--- src/rtl/feeder_pkg.sv ---
// Shared FSM encodings and default timing for the pet-feeder blocks.
// Ports: none (package only).
package feeder_pkg;

   typedef enum logic [1:0] {
      ST_IDLE     = 2'd0,
      ST_DISPENSE = 2'd1,
      ST_EMPTY    = 2'd2
   } feed_state_e;

   // Defaults assume a 50 MHz clock.
   localparam int DEF_DEBOUNCE_CYCLES = 500_000;
   localparam int DEF_MOTOR_CYCLES    = 25_000_000;
   localparam int DEF_MAX_PORTIONS    = 8;
   localparam int DEF_CNT_W           = 4;

   // Bits needed to hold values 0..n (never less than 1).
   function automatic int cnt_width(input int n);
      return (n < 1) ? 1 : $clog2(n + 1);
   endfunction

endpackage

--- src/rtl/btn_debounce.sv ---
// Button conditioner: 2-flop sync, debounce, rising-edge pulse.
// Ports: clk, rst_n (sync, active-low), btn_raw in, pulse out.
module btn_debounce
   import feeder_pkg::*;
#(
   parameter int DEBOUNCE_CYCLES = DEF_DEBOUNCE_CYCLES
) (
   input  logic clk,
   input  logic rst_n,
   input  logic btn_raw,
   output logic pulse
);

   localparam int DB_W = cnt_width(DEBOUNCE_CYCLES);
   localparam logic [DB_W-1:0] DB_LAST = DB_W'(DEBOUNCE_CYCLES - 1);

   logic            sync1_q, sync1_d;
   logic            sync2_q, sync2_d;
   logic            level_q, level_d;
   logic            edge_q, edge_d;
   logic            pulse_q, pulse_d;
   logic [DB_W-1:0] cnt_q, cnt_d;

   always_comb begin
      sync1_d = btn_raw;
      sync2_d = sync1_q;
      level_d = level_q;
      cnt_d   = '0;
      // Count consecutive disagreement; any agreement clears it.
      if (sync2_q != level_q) begin
         if (cnt_q == DB_LAST) begin
            level_d = sync2_q;
         end else begin
            cnt_d = cnt_q + 1'b1;
         end
      end
      edge_d  = level_q;
      pulse_d = level_q & ~edge_q;
   end

   always_ff @(posedge clk) begin
      if (!rst_n) begin
         sync1_q <= 1'b0;
         sync2_q <= 1'b0;
         level_q <= 1'b0;
         edge_q  <= 1'b0;
         pulse_q <= 1'b0;
         cnt_q   <= '0;
      end else begin
         sync1_q <= sync1_d;
         sync2_q <= sync2_d;
         level_q <= level_d;
         edge_q  <= edge_d;
         pulse_q <= pulse_d;
         cnt_q   <= cnt_d;
      end
   end

   assign pulse = pulse_q;

endmodule

--- src/rtl/portion_monitor.sv ---
// Feeder portion tracker: runs the motor per dispense, flags empty.
// Ports: clk_50mhz, rst_n, btn_dispense, btn_refill in;
//        motor_en, busy, portions[CNT_W], trigger out (all registered).
module portion_monitor
   import feeder_pkg::*;
#(
   parameter int DEBOUNCE_CYCLES = DEF_DEBOUNCE_CYCLES,
   parameter int MOTOR_CYCLES    = DEF_MOTOR_CYCLES,
   parameter int MAX_PORTIONS    = DEF_MAX_PORTIONS,
   parameter int CNT_W           = DEF_CNT_W
) (
   input  logic             clk_50mhz,
   input  logic             rst_n,
   input  logic             btn_dispense,
   input  logic             btn_refill,
   output logic             motor_en,
   output logic             busy,
   output logic [CNT_W-1:0] portions,
   output logic             trigger
);

   localparam int TMR_W = cnt_width(MOTOR_CYCLES);
   localparam logic [TMR_W-1:0] TMR_LOAD = TMR_W'(MOTOR_CYCLES);
   localparam logic [TMR_W-1:0] TMR_ONE  = TMR_W'(1);
   localparam logic [CNT_W-1:0] P_FULL   = CNT_W'(MAX_PORTIONS);
   localparam logic [CNT_W-1:0] P_ONE    = CNT_W'(1);

   logic disp_p;
   logic refill_p;

   btn_debounce #(
      .DEBOUNCE_CYCLES(DEBOUNCE_CYCLES)
   ) u_db_disp (
      .clk    (clk_50mhz),
      .rst_n  (rst_n),
      .btn_raw(btn_dispense),
      .pulse  (disp_p)
   );

   btn_debounce #(
      .DEBOUNCE_CYCLES(DEBOUNCE_CYCLES)
   ) u_db_refill (
      .clk    (clk_50mhz),
      .rst_n  (rst_n),
      .btn_raw(btn_refill),
      .pulse  (refill_p)
   );

   feed_state_e      state_q, state_d;
   logic [TMR_W-1:0] timer_q, timer_d;
   logic [CNT_W-1:0] portions_q, portions_d;
   logic             motor_q, motor_d;
   logic             busy_q, busy_d;
   logic             trigger_q, trigger_d;

   always_comb begin
      state_d    = state_q;
      timer_d    = timer_q;
      portions_d = portions_q;
      motor_d    = 1'b0;
      busy_d     = 1'b0;
      trigger_d  = trigger_q;
      unique case (state_q)
         ST_IDLE: begin
            trigger_d = 1'b0;
            // Refill has priority over a same-cycle dispense.
            if (refill_p) begin
               portions_d = P_FULL;
            end else if (disp_p && portions_q != '0) begin
               state_d = ST_DISPENSE;
               timer_d = TMR_LOAD;
               motor_d = 1'b1;
               busy_d  = 1'b1;
            end
         end
         ST_DISPENSE: begin
            timer_d = timer_q - 1'b1;
            // Last motor cycle: consume the portion, motor off next.
            if (timer_q <= TMR_ONE) begin
               timer_d = '0;
               if (portions_q != '0) begin
                  portions_d = portions_q - 1'b1;
               end
               if (portions_q <= P_ONE) begin
                  state_d   = ST_EMPTY;
                  trigger_d = 1'b1;
               end else begin
                  state_d = ST_IDLE;
               end
            end else begin
               motor_d = 1'b1;
               busy_d  = 1'b1;
            end
         end
         ST_EMPTY: begin
            trigger_d = 1'b1;
            if (refill_p) begin
               portions_d = P_FULL;
               trigger_d  = 1'b0;
               state_d    = ST_IDLE;
            end
         end
         default: begin
            state_d = ST_IDLE;
         end
      endcase
   end

   always_ff @(posedge clk_50mhz) begin
      if (!rst_n) begin
         state_q    <= ST_IDLE;
         timer_q    <= '0;
         portions_q <= P_FULL;
         motor_q    <= 1'b0;
         busy_q     <= 1'b0;
         trigger_q  <= 1'b0;
      end else begin
         state_q    <= state_d;
         timer_q    <= timer_d;
         portions_q <= portions_d;
         motor_q    <= motor_d;
         busy_q     <= busy_d;
         trigger_q  <= trigger_d;
      end
   end

   assign motor_en = motor_q;
   assign busy     = busy_q;
   assign portions = portions_q;
   assign trigger  = trigger_q;

endmodule

--- config.mk ---
export PLATFORM = sky130hd
export DESIGN_NAME = portion_monitor
export DESIGN_NICKNAME = d
export VERILOG_FILES = /design/src/rtl/feeder_pkg.sv /design/src/rtl/btn_debounce.sv /design/src/rtl/portion_monitor.sv
export SDC_FILE = /design/constraint.sdc
export NUM_CORES = 1
export LEC_CHECK = 0
export CORE_ASPECT_RATIO = 0.8
export CORE_MARGIN = 2
export CORE_UTILIZATION = 50
export DETAILED_ROUTE_END_ITERATION = 10
export PLACE_DENSITY = 0.67
export SLEW_MARGIN = 20
export SYNTH_ARGS = -nofsm -noshare
export SYNTH_HDL_FRONTEND = slang
export SYNTH_SLANG_ARGS = --single-unit
--- constraint.sdc ---
create_clock -name clk_50mhz -period 2.6 [get_ports clk_50mhz]
set_clock_uncertainty 0.1 [all_clocks]
set_input_delay 0.78 -clock clk_50mhz [delete_from_list [all_inputs] [get_ports clk_50mhz]]
set_output_delay 0.78 -clock clk_50mhz [all_outputs]
set_load 0.02 [all_outputs]
# Yosys cells after proc, flatten, opt, wreduce, memory -nomap -nowiden

Index checks and enable logic that the tools add are counted.

Bits in registers: 81
Input port bits: 4
Output and inout port bits: 7
Logic and storage cells: 80

Add/subtract/negate cells: 4
$lt $le $gt $ge: 2
Eq/ne operators: 13
Multiplexer cells: 22
Bitwise operators: 7
Reductions and logical operators: 15

Operators by type and width:

| operator                                                               | number |
|---|---|
| 25-bit 2-to-1 mux                                                      | 3 |
| 25-bit case mux with 2 select lines                                    | 1 |
| 19-bit by 1-bit adder with 19-bit output, second input constant        | 2 |
| 19-bit == test, second input constant                                  | 2 |
| 25-bit by 1-bit <= comparator with 1-bit output, second input constant | 1 |
| 25-bit by 1-bit subtractor with 25-bit output, second input constant   | 1 |
| 4-bit 2-to-1 mux                                                       | 3 |
| 2-bit 2-to-1 mux                                                       | 5 |
| 2-bit != test, second input constant                                   | 5 |
| 4-bit case mux with 2 select lines                                     | 1 |
| 4-bit AND reduction                                                    | 2 |
| 1-bit 2-to-1 mux                                                       | 6 |
| 2-bit case mux with 3 select lines                                     | 1 |
| 3-bit AND reduction                                                    | 2 |
| 3-bit OR reduction                                                     | 2 |
| 1-bit NOT                                                              | 5 |
| 4-bit by 1-bit <= comparator with 1-bit output, second input constant  | 1 |
| 2-bit by 1-bit != test with 1-bit output, second input constant        | 2 |
| 2-bit AND reduction                                                    | 2 |
| 2-bit nonzero test                                                     | 2 |
| 4-bit nonzero test                                                     | 1 |
| 4-bit by 1-bit subtractor with 4-bit output, second input constant     | 1 |
| 1-bit case mux with 3 select lines                                     | 1 |
| 3-bit nonzero test                                                     | 1 |
| 8 further kinds                                                        | 10 |

# Depth between registers and ports, before layout

Gate-level depths: netlist of the first run.

Depth after elaboration: 5
Gate-level depth with buffers: 9
Depth with buffers taken out: 7

# By module

From an unflattened synthesis of the first run, not the netlist that was laid out.

Cell total of the unflattened synthesis: 461
Area total of the unflattened synthesis: 4,055.1 um^2

By module, submodules not included:

| module          | instances | cells an instance | area each (um^2) | sequential area each (um^2) |
|---|---|---|---|---|
| btn_debounce    | 2         | 111               | 1,017.2          | 480.5 |
| portion_monitor | 1         | 239               | 2,020.7          | 660.6 |

# Worst setup path after synthesis of the first run

Ideal clock, no wire load.

Path type: register to register
Start: register portions_q[0] (netlist: portions[0])
End: register timer_q[13]
Arrival: 1,922 ps
Required time: 2,381 ps
Slack: 460 ps
Cell stages (with the launch flop): 9
Path buffers: 1
Period minus slack after synthesis: 2,140 ps
Cell sequence: dfxtp_1 > inv_1 > ha_1 > nor3b_1 > o21ai_0 > nand2_1 > clkbuf_1 > o21a_1 > o221a_1

Word-level cells in the longest chain between the ends: 4

RTL lines:

| element                              | RTL line               | RTL |
|---|---|---|
| start, declared                      | portion_monitor.sv:51  | `logic [CNT_W-1:0] portions_q, portions_d;` |
| start signal, assigned               | portion_monitor.sv:120 | `portions_q <= portions_d;` |
| 4-bit nonzero test                   | portion_monitor.sv:69  | `end else if (disp_p && portions_q != '0) begin` |
| 1-bit logical AND                    | portion_monitor.sv:69  |  |
| 2-bit != test (no source line)       | --                     |  |
| 3-bit AND reduction (no source line) | --                     |  |
| end signal, assigned                 | portion_monitor.sv:119 | `timer_q <= timer_d;` |
| end, declared                        | portion_monitor.sv:50  | `logic [TMR_W-1:0] timer_q, timer_d;` |

Every way passes these cells.
A chain may end at the register's enable or synchronous reset.

# Final worst setup path of the first run

Same ends and word-level chain as after synthesis.

==> impl_results.md, run 1 <==
* Vias in the first global route at roughly 2900
* Largest net degree at the start of global routing at 20
* Maximum vdd drop at ~0.32 mV
* Mean post-synth cell area at a little under 9 um2
* CTS HTree Levels at 3
* Worst r2r src: portions[0]$_SDFFE_PN0P_
* Hold Fails Final Rpt at 0
* Worst-Margin Slew at about 0.63 ns
* Register-to-register setup slack at 0.24 ns
* # IOs at 11
* CTS Buf Count at 9
* Worst Path Required at about 2.8 ns
* Die height at roughly 84 um
* Ant diodes at 0
* CP Data Arrival Time at roughly 2.5 ns
* Fillers at 724
* Synth unique cells at 61
* # rows at 29
* Asr flop ratio synth at 0%
* Pleak at approximately 1.6 nW
* CTS tree: yes
* Routed WL at roughly 8000 um
* FF-to-FF End: timer_q[13]$_SDFFE_PN0P_
* Mapped Cells at approximately 450
* EDFF count, synth at 0
* Max-cap violations at 0
* Initial DRC count at 165
* Worst-path fanout max at 17
* Gpl congestion at a little over 0.8
* Total grt overflow at 0
* # nets final at 481
* Die ar. at between 0.008 and 0.009 mm2
* Post-cts resize count at 0
* Syn Std Cell Area at 0.00400 mm2
* Slew headroom at about 58%
* Final period util at 90.6%
* GRT Total Usage at 19.3%
* Crit path capture type: flip-flop
* Hold Slack at ~0.3 ns
* Setup CP Type: reg2reg
* Hold_buf cts at 0
* First-pass GRT wire length at 13500 um
* Root buf cell: clkbuf_8
* Drt drc at 0
* Setup TNS at 0 ns
* Ys Warns at 0
* Core Area at 0.00784 mm2
* Clk buf depth at 2
* Postcts setup bufs at 0
* Share of layout cells above drive strength 1 at between 8 and 9%
* Ys flop type: dfxtp_1
* Worst Reg2Reg Path Length in Cells at 8
* Clk pin slew, worst setup/hold paths at 0.08 ns
* Post-detail-place hpwl at roughly 5700 um
* Clock Sink Count at between 80 and 90
* Post-Syn Nets at 467
* Tot Pwr at roughly 0.0021 W
* Initial core utilization at 51.0%
* DIE WIDTH at 104 um
* Detailed Routing Iterations Pass 1 at 4
* Unrepaired setup endpoints after global routing: no
* Via Count at 3177
* Critical Path Start Type: flip-flop
* Final setup fails at 0
* Worst Hold Class: reg2reg
* Fin. max-slew vios at 0
* Sequential element share of the synthesized area at between 40% and 50%
* Setup ws final at 0.245 ns
* Final worst path period need at about 2.4 ns
* Final core occ at 56.2%
* Pre-CTS WS at about 0.23 ns
* Antenna viol nets, final at 0
* Initial antenna violation count at 0
* Critical Path Start: portions[0]$_SDFFE_PN0P_
* Vias per cell at 5.48
* Routed wire per std cell at 13.7 um
* Synthesis-to-finish area growth at 10.1%
* Number of port buffers at 10
* Worst setup path end: timer_q[13]$_SDFFE_PN0P_
* Synth Register Bits at 81
* Pwr per Cell Area at around 480 mW/mm2
* Fmax at 425 MHz
* Outcome: complete, no violations
* Worst skew pair latency at ~0.35 ns
worst min-delay path by stage:
| stage | start | to | slack, ns | depth (start not counted) |
|---|---|---|---|---|
| 2_1_floorplan | u_db_disp.edge_q$_SDFF_PN0_ | u_db_disp.pulse$_SDFF_PN0_ | 0.27 | 1 |
| 3_3_place_gp | u_db_refill.edge_q$_SDFF_PN0_ | u_db_refill.pulse$_SDFF_PN0_ | 0.27 | 1 |
| 3_5_place_dp | u_db_refill.edge_q$_SDFF_PN0_ | u_db_refill.pulse$_SDFF_PN0_ | 0.28 | 1 |
| 4_1_cts | u_db_disp.edge_q$_SDFF_PN0_ | u_db_disp.pulse$_SDFF_PN0_ | 0.30 | 1 |
| 5_1_grt | u_db_disp.edge_q$_SDFF_PN0_ | u_db_disp.pulse$_SDFF_PN0_ | 0.31 | 1 |
| 6_report | u_db_refill.edge_q$_SDFF_PN0_ | u_db_refill.pulse$_SDFF_PN0_ | 0.30 | 1 |
power by group:
part           internal, W  switching, W  total [W]
clock             0.000370      0.000449   0.000819
combinational    0.0000123     0.0000192  0.0000315
sequential         0.00124    0.00000196    0.00125
Yosys cell counts, drive strengths merged (7+ instances only):
master	number	share of area, %
nand3	20	2.8
a21oi	13	1.6
nand4	13	2.0
nor2	71	6.7
and3	16	2.5
inv	17	1.6
o221a	10	2.8
ha	10	3.1
xnor2	28	6.1
nor4	7	1.3
nand2	21	2.0
clkbuf	10	1.2
buf	8	1.3
xor2	20	4.4
nor3	22	3.0
and2	11	1.7
dfxtp	81	41
or3	7	1.2
registers in the layout, indices dropped and copies added (netlist names), 2 cells and up:
register	cells
u_db_disp.cnt_q	19
state_q	2
portions	4
u_db_refill.cnt_q	19
timer_q	25
area by class of cell:
class / count / area, um2 / area share (%)
multi-input combinational: 337 / 2210 / 50.3
sequential: 81 / 1620 / 36.8
timing repair buffer: 21 / 195 / 4.43
clock buffer: 11 / 141 / 3.21
tap: 108 / 135 / 3.07
inverter: 17 / 63.8 / 1.45
clock inverter: 5 / 31.3 / 0.710
through the flow:
step / instance area, um2 / std cells
2_1_floorplan: 4000 / 453
5_1_grt: 4400 / 580
3_3_place_gp: 4230 / 564
6_report: 4400 / 580
4_1_cts: 4400 / 580
3_5_place_dp: 4230 / 564
cells in the final DEF (no fill, tap or decap), types with 11 or more instances in the layout:
master / n
dfxtp_1: 81
inv_1: 17
xnor2_1: 28
nand2_1: 21
xor2_1: 20
nor2_1: 71
nand3_1: 19
and3_1: 16
nor3_1: 21
a21oi_1: 13
and2_1: 11
nand4_1: 13
metal layers:
layer	vias to the layer above	GRT usage, %	share of wire (%)
li1	1637	-	-
met1	1481	27.4	52
met2	51	27.6	41
met3	8	5.31	5.0
met4	0	7.74	1.0
met5	-	0	0
logic make-up after synthesis:
kind of cell             after synthesis  synth area share, %
AND/OR/NAND/NOR                      211                 27.8
flip-flops                            81                 40.5
AO/OA/AOI/OAI                         65                 13.2
XOR/XNOR                              48                 10.5
buffers and inverters                 35                 4.10
adder cells (fa/ha/maj)               10                 3.13
multiplexers                           3                0.751
worst max-delay path, stage by stage, from the launching register on:
cell	delay, ns
dfxtp_1	0.44
inv_1	0.07
ha_1	0.25
nor3b_1	0.17
o21ai_0	0.36
nand2_1	0.19
buf_4	0.25
o21a_1	0.20
o221a_1	0.23
Note: power is estimated with default switching activity, not from simulation.
==> run 2: changes to the inputs <==
GPL_TIMING_DRIVEN = 0   (was unset)
==> impl_results.md, run 2 (same netlist as run 1, synthesis figures left out) <==
* Initial antenna violation count at 0 (unchanged)
* Worst Path Required at 2.73 ns (-0.02 ns)
* Largest register FFs at 25 (unchanged)
* Unrepaired setup endpoints after global routing: no
* # IOs at 11 (unchanged)
* Worst Hold Class: reg2reg
* Gpl congestion at 0.840 (+4.4%)
* Maximum vdd drop at 0.322 mV (about the same)
* Detailed Routing Iterations Pass 1 at 5 (+1)
* Worst skew pair latency at 0.34 ns (about the same)
* CTS tree: yes
* Post-detail-place hpwl at 6020 um (+6.1%)
* Final period util at 92.3% (+1.7 points)
* Worst-path fanout max at 10 (-7)
* Total grt overflow at 0 (unchanged)
* Finished Layout Cells at 587 (+1.2%)
* Initial core utilization at 51.0% (unchanged)
* Pleak at 1.59 nW (-0.93%)
* Hold Slack at 0.288 ns (-0.00731 ns)
* Crit path capture type: flip-flop
* Final setup fails at 0 (unchanged)
* Fmax at 417 MHz (-1.9%)
* Clk buf depth at 2 (unchanged)
* Vias in the first global route at 2996 (+4.6%)
* Antenna viol nets, final at 0 (unchanged)
* Cell area after layout at 0.00440 mm2 (about the same)
* Max-cap violations at 0 (unchanged)
* Most frequent cells in the layout: dfxtp_1 (81), nor2_1 (71), xnor2_1 (28)
* First-pass GRT wire length at 14300 um (+5.9%)
* # rows at 29 (unchanged)
* Worst-path cell chain: inv_1 -> ha_1 -> nor3b_2 -> o22a_1 -> buf_1 -> nor3_1 -> xnor2_1 -> nor2_1
* Final worst path period need at 2.40 ns (+0.0445 ns)
* Inst Count DP at 571 (+1.2%)
* Final core occ at 56.2% (about the same)
* Synthesis-to-finish area growth at 10.1% (about the same)
* CTS HTree Levels at 3 (unchanged)
* # nets final at 488 (+1.5%)
* Outcome: complete, no violations
* Share of layout cells above drive strength 1 at 7.31% (-0.96 points)
* Biggest register: timer_q
* Commonest non-fill, non-tap cell in the layout: dfxtp_1
* Area after DPL at 0.00424 mm2 (+0.12%)
* GRT Total Usage at 20.1% (+0.81 points)
* Drt drc at 0 (unchanged)
* Die ar. at 0.00874 mm2 (unchanged)
* Clk pin slew, worst setup/hold paths at 0.08 ns (about the same)
* Postcts setup bufs at 0 (unchanged)
* Via Count at 3253 (+2.4%)
* Root buf cell: clkbuf_8
* DIE WIDTH at 104 um (unchanged)
* Routed WL at 8330 um (+4.6%)
* CTS Buf Count at 9 (unchanged)
* Critical Path Start Type: flip-flop
* Ant diodes at 0 (unchanged)
* CP peak stage delay at 0.46 ns (+0.02 ns)
* Core Area at 0.00784 mm2 (unchanged)
* CP Data Arrival Time at 2.52 ns (about the same)
* Die height at 84 um (unchanged)
* Fin. max-slew vios at 0 (unchanged)
* Vias per cell at 5.54 (+1.2%)
* Pwr per Cell Area at 470 mW/mm2 (-1.2%)
* Clock Sink Count at 81 (unchanged)
* Tot Pwr at 0.00207 W (-1.2%)
* Initial DRC count at 157 (-4.8%)
* Worst-Margin Slew at 0.795 ns (+0.165 ns)
* Hold Fails Final Rpt at 0 (unchanged)
* CP max stage cell: buf_1
* Routed wire per std cell at 14.2 um (+3.4%)
* Largest registers: timer_q: 25 flops, u_db_disp.cnt_q: 19 flops, u_db_refill.cnt_q: 19 flops
* Number of port buffers at 10 (unchanged)
* Slew headroom at 46.6% (-11 points)
* Largest net degree at the start of global routing at 14 (-30%)
* Setup CP Type: reg2reg
## run 2: power by group
group / internal, W / switching (W)
combinational: 0.0000126 / 0.0000217
sequential: 0.00124 / 0.00000188
clock: 0.000350 / 0.000442
total: 0.00161 / 0.000465
## run 2: path summary, 6_finish.rpt
path | startpoint | endpoint | slack (ns) | depth (start not counted)
worst max-delay path | portions[1]$_SDFFE_PN0P_ | timer_q[15]$_SDFFE_PN0P_ | 0.20 | 8
worst min register to register | u_db_refill.edge_q$_SDFF_PN0_ | u_db_refill.pulse$_SDFF_PN0_ | 0.29 | 1
worst max register to register | portions[1]$_SDFFE_PN0P_ | timer_q[15]$_SDFFE_PN0P_ | 0.20 | 8
worst min-delay path | u_db_refill.edge_q$_SDFF_PN0_ | u_db_refill.pulse$_SDFF_PN0_ | 0.29 | 1
## run 2: per-layer routing
metal	wire length, um	track usage (%)	share of wire [%]
met3	333	5.70	4.0
met4	63	4.05	0.76
met5	0	0	0
met1	4500	30.0	54
met2	3430	28.7	41
## run 2: worst max-delay path: cells and delay by family (launching register included)
kind / cells / cell delay [ns]
AND/OR/NAND/NOR: 3 / 0.54
flip-flops: 1 / 0.35
XOR/XNOR: 1 / 0.17
buffers and inverters: 2 / 0.55
adder cells (fa/ha/maj): 1 / 0.23
AO/OA/AOI/OAI: 1 / 0.35
## run 2: layout make-up
type | count | area, um2
Buffer | 18 | 100
Clock buffer | 12 | 135
Clock inverter | 4 | 28.8
Fill cell | 738 | 3430
Inverter | 17 | 63.8
Multi-Input combinational cell | 337 | 2220
Sequential cell | 81 | 1620
Tap cell | 108 | 135
Timing Repair Buffer | 10 | 100
## run 2: timing repair
item	4_1_cts	5_1_grt
hold buffers	0	0
endpoints found under the setup margin	0	16
gates resized for setup	0	1
## run 2: stage by stage
step	setup TNS [ns]	worst slack, ns
after floorplan	0	0.460
after global placement	-1.47	-0.135
after detailed placement	-1.13	-0.123
after CTS	0	0.0170
after global routing	0	0.00356
final	0	0.200
